**config.mk**
```make
export PLATFORM = sky130hd
export DESIGN_NAME = perf_event_dump
export DESIGN_NICKNAME = d
export VERILOG_FILES = /design/src/rtl/perf_event_dump.sv
export SDC_FILE = /design/constraint.sdc
export NUM_CORES = 1
export LEC_CHECK = 0
export CAP_MARGIN = 0
export CORE_MARGIN = 8
export CORE_UTILIZATION = 50
export CTS_BUF_LIST = sky130_fd_sc_hd__clkbuf_4
export DETAILED_ROUTE_END_ITERATION = 16
export GPL_TIMING_DRIVEN = 1
export PLACE_DENSITY_LB_ADDON = 0.2
export SYNTH_ARGS = -nofsm -noshare
export SYNTH_HDL_FRONTEND = slang
export SYNTH_SLANG_ARGS = --single-unit
```
**constraint.sdc**
```tcl
create_clock -name clk -period 3.1 [get_ports clk]
set_clock_uncertainty 0.1 [all_clocks]
set_input_delay 0.775 -clock clk [delete_from_list [all_inputs] [get_ports clk]]
set_output_delay 0.775 -clock clk [all_outputs]
set_load 0.01 [all_outputs]
```
**src/rtl/perf_event_dump.sv**
```systemverilog
// perf_event_dump: bank of NUM_EVT saturating event counters with a frame
// serializer feeding a uart_tx byte interface.
// Frame layout: HDR_BYTE, then counter 0..NUM_EVT-1, each MSB byte first.
// Optional feature macro: PERF_CHECKSUM_EN appends one byte after the last
// counter byte, the XOR of all counter bytes (header excluded).
module perf_event_dump #(
  parameter int          NUM_EVT  = 8,
  parameter int          CNT_W    = 32,
  parameter logic [7:0]  HDR_BYTE = 8'hA5
) (
  input  logic               clk,
  input  logic               rstn,
  input  logic [NUM_EVT-1:0] evt_i,
  input  logic               clr_i,
  input  logic               dump_i,
  input  logic               tx_busy_i,
  output logic [7:0]         data_o,
  output logic               tx_start_o,
  output logic               busy_o,
  output logic               done_o
);

  localparam int TOT_W = NUM_EVT * CNT_W;
  localparam int NB    = TOT_W / 8;
`ifdef PERF_CHECKSUM_EN
  localparam int CS_N  = 1;
`else
  localparam int CS_N  = 0;
`endif
  localparam int LEN   = 1 + NB + CS_N;
  localparam int IDX_W = $clog2(LEN + 1);
  localparam logic [IDX_W-1:0] LAST_IDX = IDX_W'(LEN - 1);

  typedef enum logic [2:0] {
    S_IDLE = 3'd0,
    S_SNAP = 3'd1,
    S_SEND = 3'd2,
    S_ACK  = 3'd3,
    S_WAIT = 3'd4,
    S_DONE = 3'd5
  } state_t;

  state_t             r_state;
  state_t             w_state_nxt;
  logic [CNT_W-1:0]   r_cnt     [NUM_EVT];
  logic [CNT_W-1:0]   w_cnt_nxt [NUM_EVT];
  logic [TOT_W-1:0]   w_flat;
  logic [TOT_W-1:0]   r_frame;
  logic [TOT_W-1:0]   w_frame_nxt;
  logic [IDX_W-1:0]   r_idx;
  logic [IDX_W-1:0]   w_idx_nxt;
  logic [7:0]         w_byte_nxt;
  logic [7:0]         r_data;
  logic               r_start;
  logic               r_busy;
  logic               r_done;
  logic               w_start;
  logic               w_busy;
  logic               w_done;
  logic               w_last;
`ifdef PERF_CHECKSUM_EN
  logic [7:0]         r_csum;
  logic [7:0]         w_csum_nxt;
`endif

  assign w_last     = (r_idx == LAST_IDX);
  assign data_o     = r_data;
  assign tx_start_o = r_start;
  assign busy_o     = r_busy;
  assign done_o     = r_done;

  // Live counter update: clear beats increment, increment saturates at all-ones.
  always_comb begin
    for (int k = 0; k < NUM_EVT; k++) begin
      if (clr_i) begin
        w_cnt_nxt[k] = {CNT_W{1'b0}};
      end else if (evt_i[k] && (r_cnt[k] != {CNT_W{1'b1}})) begin
        w_cnt_nxt[k] = r_cnt[k] + {{(CNT_W-1){1'b0}}, 1'b1};
      end else begin
        w_cnt_nxt[k] = r_cnt[k];
      end
    end
  end

  // Pack next-cycle counter values with counter 0 in the top bits, so the frame shifts out MSB first.
  always_comb begin
    w_flat = {TOT_W{1'b0}};
    for (int k = 0; k < NUM_EVT; k++) begin
      w_flat[(NUM_EVT-k)*CNT_W-1 -: CNT_W] = w_cnt_nxt[k];
    end
  end

  // Live counter registers; they keep counting in every FSM state.
  always_ff @(posedge clk or negedge rstn) begin
    if (!rstn) begin
      for (int k = 0; k < NUM_EVT; k++) r_cnt[k] <= {CNT_W{1'b0}};
    end else begin
      for (int k = 0; k < NUM_EVT; k++) r_cnt[k] <= w_cnt_nxt[k];
    end
  end

  // FSM state register.
  always_ff @(posedge clk or negedge rstn) begin
    if (!rstn) r_state <= S_IDLE;
    else       r_state <= w_state_nxt;
  end

  // FSM next-state logic; the ACK cycle hides the uart's start latency on tx_busy_i.
  always_comb begin
    w_state_nxt = r_state;
    case (r_state)
      S_IDLE:  w_state_nxt = dump_i ? S_SNAP : S_IDLE;
      S_SNAP:  w_state_nxt = S_SEND;
      S_SEND:  w_state_nxt = S_ACK;
      S_ACK:   w_state_nxt = S_WAIT;
      S_WAIT: begin
        if (tx_busy_i)   w_state_nxt = S_WAIT;
        else if (w_last) w_state_nxt = S_DONE;
        else             w_state_nxt = S_SEND;
      end
      S_DONE:  w_state_nxt = S_IDLE;
      default: w_state_nxt = S_IDLE;
    endcase
  end

  // FSM output decode, taken from the next state so the outputs can be registered in step with it.
  always_comb begin
    w_start = (w_state_nxt == S_SEND);
    w_busy  = (w_state_nxt != S_IDLE);
    w_done  = (w_state_nxt == S_DONE);
  end

  // Snapshot and byte-pointer next values; the shadow frame shifts after each counter byte.
  always_comb begin
    w_idx_nxt   = r_idx;
    w_frame_nxt = r_frame;
    if (r_state == S_SNAP) begin
      w_idx_nxt   = {IDX_W{1'b0}};
      w_frame_nxt = w_flat;
    end else if ((r_state == S_WAIT) && !tx_busy_i && !w_last) begin
      w_idx_nxt = r_idx + {{(IDX_W-1){1'b0}}, 1'b1};
      if (r_idx != {IDX_W{1'b0}}) w_frame_nxt = r_frame << 4'd8;
      else                        w_frame_nxt = r_frame;
    end else begin
      w_idx_nxt   = r_idx;
      w_frame_nxt = r_frame;
    end
  end

`ifdef PERF_CHECKSUM_EN
  // Running XOR of counter bytes, folded in as each counter byte is launched.
  always_comb begin
    w_csum_nxt = r_csum;
    if (r_state == S_SNAP) begin
      w_csum_nxt = 8'h00;
    end else if ((r_state == S_SEND) && (r_idx != {IDX_W{1'b0}}) && !w_last) begin
      w_csum_nxt = r_csum ^ r_frame[TOT_W-1 -: 8];
    end else begin
      w_csum_nxt = r_csum;
    end
  end
`endif

  // Byte that goes out on the next strobe: header, checksum, or top byte of the shadow frame.
  always_comb begin
    w_byte_nxt = 8'h00;
    if (w_idx_nxt == {IDX_W{1'b0}}) begin
      w_byte_nxt = HDR_BYTE;
`ifdef PERF_CHECKSUM_EN
    end else if (w_idx_nxt == LAST_IDX) begin
      w_byte_nxt = w_csum_nxt;
`endif
    end else begin
      w_byte_nxt = w_frame_nxt[TOT_W-1 -: 8];
    end
  end

  // Shadow frame, byte index and checksum registers.
  always_ff @(posedge clk or negedge rstn) begin
    if (!rstn) begin
      r_frame <= {TOT_W{1'b0}};
      r_idx   <= {IDX_W{1'b0}};
`ifdef PERF_CHECKSUM_EN
      r_csum  <= 8'h00;
`endif
    end else begin
      r_frame <= w_frame_nxt;
      r_idx   <= w_idx_nxt;
`ifdef PERF_CHECKSUM_EN
      r_csum  <= w_csum_nxt;
`endif
    end
  end

  // Registered outputs; data_o only changes when a new byte is launched.
  always_ff @(posedge clk or negedge rstn) begin
    if (!rstn) begin
      r_data  <= 8'h00;
      r_start <= 1'b0;
      r_busy  <= 1'b0;
      r_done  <= 1'b0;
    end else begin
      r_start <= w_start;
      r_busy  <= w_busy;
      r_done  <= w_done;
      if (w_start) r_data <= w_byte_nxt;
      else         r_data <= r_data;
    end
  end

endmodule

```
==> key figures <==
Timing
  – Tmin final: 2.76 ns
  – Maximum operating frequency: about 360 MHz
  – Fin. max-slew vios: 0
  – Unrepaired setup endpoints after global routing: false
  – PnR worst setup slack: 0.338 ns
  – Crit share post-route: approximately 89%
  – Final count of hold timing violations: 0
  – Slew at the pin with the worst max-slew slack: 0.744 ns
  – Worst slew margin: 50.2%
  – Final Setup Violations: 0

Synthesis
  – EDFF count, synth: 0
  – Ranking of synthesized cells by area: dfrtp_1, nor2_1, xor2_1
  – Synthesis-stage register bit count: 532
  – Mux cell area share after synthesis: less than 1%
  – Synth top area share: between 50% and 60%
  – Main synth FF type: dfrtp_1
  – Largest family of logic cells by synthesized area: simple AND/OR/NAND/NOR gates
  – Post-synthesis compound-gate area fraction: between 10% and 20%
  – Gate Count Post-Synth: between 2000 and 3000
  – Synth Area in Simple Gates: 20.7%
  – Synthesized area per cell: 9.54 um2
  – Most frequent cell after synthesis: dfrtp_1
  – Post-synth top cells: dfrtp_1, nor2_1, a21oi_1, o22ai_1, xor2_1
  – Ys async rst share: 100%
  – Seq/Total Area, Yosys: 52.6%
  – Yosys cell types: 76
  – Syn_nets: 2675
  – Synth warn: 0
  – Post-synthesis adder-cell area fraction: 0.494%
  – Post-Synth XOR/XNOR Area: under 10%
  – Mapped Area: 25300 um2
  – Post-synth top area cell: dfrtp_1

Global routing
  – Vias in the first global route: 20900
  – First-pass GRT wire length: 107 mm
  – Total track usage: 22.3%
  – Largest net degree at the start of global routing: 139
  – Gr ovfl total: 0
  – Antenna violations before repair: 2

Detailed routing
  – Routed wire length: ~64 mm
  – 1st-iter DRT viols: about 1500
  – Detailed-route DRC error count: 0
  – Vias: 20500
  – Pre-Repair DR Iteration Count: 5
  – DR vias/cell: 5.86
  – Final antenna-violating net count: 0
  – WL/cell: 18.2 um

Pwr
  – Switching share of power: 30.5%
  – Sequential Power Share: 46.6%
  – Comb pwr share: 16.0%
  – Power density over the cells: between 600 and 700 nW/um2
  – Pint: 11.9 mW
  – Clock Power Share: 37.4%
  – P_sw: 5.22 mW
  – Max IR drop VDD: around 0.39 mV
  – Leakage power total: 12.8 nW

Worst setup path
  – CP Capture Type: primary output
  – Type of origin of the critical path: register
  – R2R setup slack: roughly 0.44 ns
  – Launch point of the worst reg-to-reg path: r_cnt[101]
  – Crit-path cells: clkdlybuf4s50_1
  – Critical path class: reg2out
  – Buffers & Inverters on Critical Path: 1
  – Req. time, crit path: roughly 2.2 ns
  – Reg2reg path depth: 6
  – CP max-delay cell: clkdlybuf4s50_1
  – Critical Path Fanout Max: 2
  – Delay-heaviest family, CP: buffers and inverters
  – CP max stage delay: ~0.55 ns
  – FF-to-FF End: r_frame[97]
  – Critical path data arrival time: 1.89 ns

Cells and area
  – Reg area: between 10000 and 15000 um2
  – Final nets: 2748
  – Share of cells above drive strength 1: 12.0%
  – Area of the multi-input gates: ~11000 um2
  – Post-synthesis to final-layout area growth: 12.2%
  – Utilization after layout: 56.7%
  – Fill count: around 4600

Floorplanning
  – Die Y: between 200 and 250 um
  – Core Area: 50100 um2
  – Placement Rows: 82
  – Initial Util: 50.6%
  – IO Pins: 24
  – Horiz. Die Dim: 241 um
  – Die area: ~58000 um2

Clock network
  – Reg clk slew, reported paths: 0.06 ns
  – Post_cts resized: 0
  – Hold_buf cts: 1
  – Setup Buffers After CTS: 0
  – Longest Clk Path Bufs: 3
  – H-tree depth: 4
  – Root Buffer: clkbuf_4
  – Worst skew pair latency: approximately 0.96 ns
  – TritonCTS clock tree: built
  – Sink Count: 532
  – CTS Buf Count: ~150

Placement
  – Gpl congestion: 0.896
  – Dpl ws: -0.0107 ns
  – Dpl hpwl: 39.7 mm
  – Number of port buffers: 23

Job
  – Maximum capacitance violations: 0

Status
  – Status: finished clean

Worst hold path
  – Hold Path Class: in2async
[kinds of logic after synthesis]
family                   after synthesis
AND/OR/NAND/NOR                     1073
XOR/XNOR                             241
flip-flops                           532
AO/OA/AOI/OAI                        575
buffers and inverters                201
multiplexers                          20
adder cells (fa/ha/maj)               10
[worst max path at each step]
stage               from         to  cells after the start
3_3_place_gp   tx_busy_i  data_o[6]                      8
4_1_cts        data_o[2]  data_o[2]                      1
5_1_grt        data_o[2]  data_o[2]                      1
6_report       data_o[2]  data_o[2]                      1
2_1_floorplan  tx_busy_i  data_o[0]                      7
3_5_place_dp   tx_busy_i  data_o[3]                      8
[cell usage in the layout, fill, tap and decap left out, types with 90 or more instances in the layout]
cell type,instances
o21ai_0,90
nand2_1,121
o22ai_1,159
a21oi_1,181
xor2_1,143
nor2_1,473
clkbuf_4,221
nand4_1,95
nand3_1,119
dfrtp_1,532
xnor2_1,98
[power by group through the flow]
| stage | logic [mW] | clock network (mW) | registers, mW |
|---|---|---|---|
| final | 2.73 | 6.40 | 7.96 |
| after global routing | 3.00 | 7.03 | 8.02 |
| after CTS | 2.75 | 6.62 | 7.95 |
| after detailed placement | 2.73 | 0 | 8.07 |
| after global placement | 2.68 | 0 | 8.06 |
| after floorplan | 1.73 | 0 | 7.91 |
[metal layers]
metal | GRT usage, % | routed length, um
met3 | 4.69 | 2960
met1 | 30.1 | 29600
met5 | 0 | 0
met4 | 8.50 | 1200
met2 | 35.0 | 29900
[registers in the layout, indices dropped and copies added, names as in the netlist]
signal / count
r_cnt: 256
r_frame: 256
data_o: 8
r_idx: 6
r_state: 3
busy_o: 1
done_o: 1
tx_start_o: 1
[cell type report]
class,instances,area share [%]
clock inverters,30,0.696
flip-flops and latches,532,46.9
diodes,5,0.0441
inverters,26,0.344
well taps,672,2.96
repair buffers,99,3.65
multi-input cells,1919,39.6
clock buffers,221,5.84
[stage by stage]
step | instances | hold WS [ns] | total power [mW] | instance area, um2 | setup TNS, ns
floorplan | 2652 | 0.349 | 9.64 | 25300 | 0
global placement | 3247 | 0.368 | 10.7 | 26500 | 0
detailed placement | 3247 | 0.372 | 10.8 | 26500 | -0.0107
CTS | 3499 | 0.152 | 17.3 | 28400 | 0
global route | 3504 | 0.188 | 18.1 | 28400 | 0
finish | 3504 | 0.248 | 17.1 | 28400 | 0
[worst register-to-register path: stages, from the launching register on]
cell and delay, ns:
dfrtp_1 0.41, nand4_1 0.25, or3_1 0.41, or4_1 0.71, nand2_1 0.21, mux2i_1 0.31, o21ai_0 0.15
No activity file was read; power rests on OpenSTA's default activity.
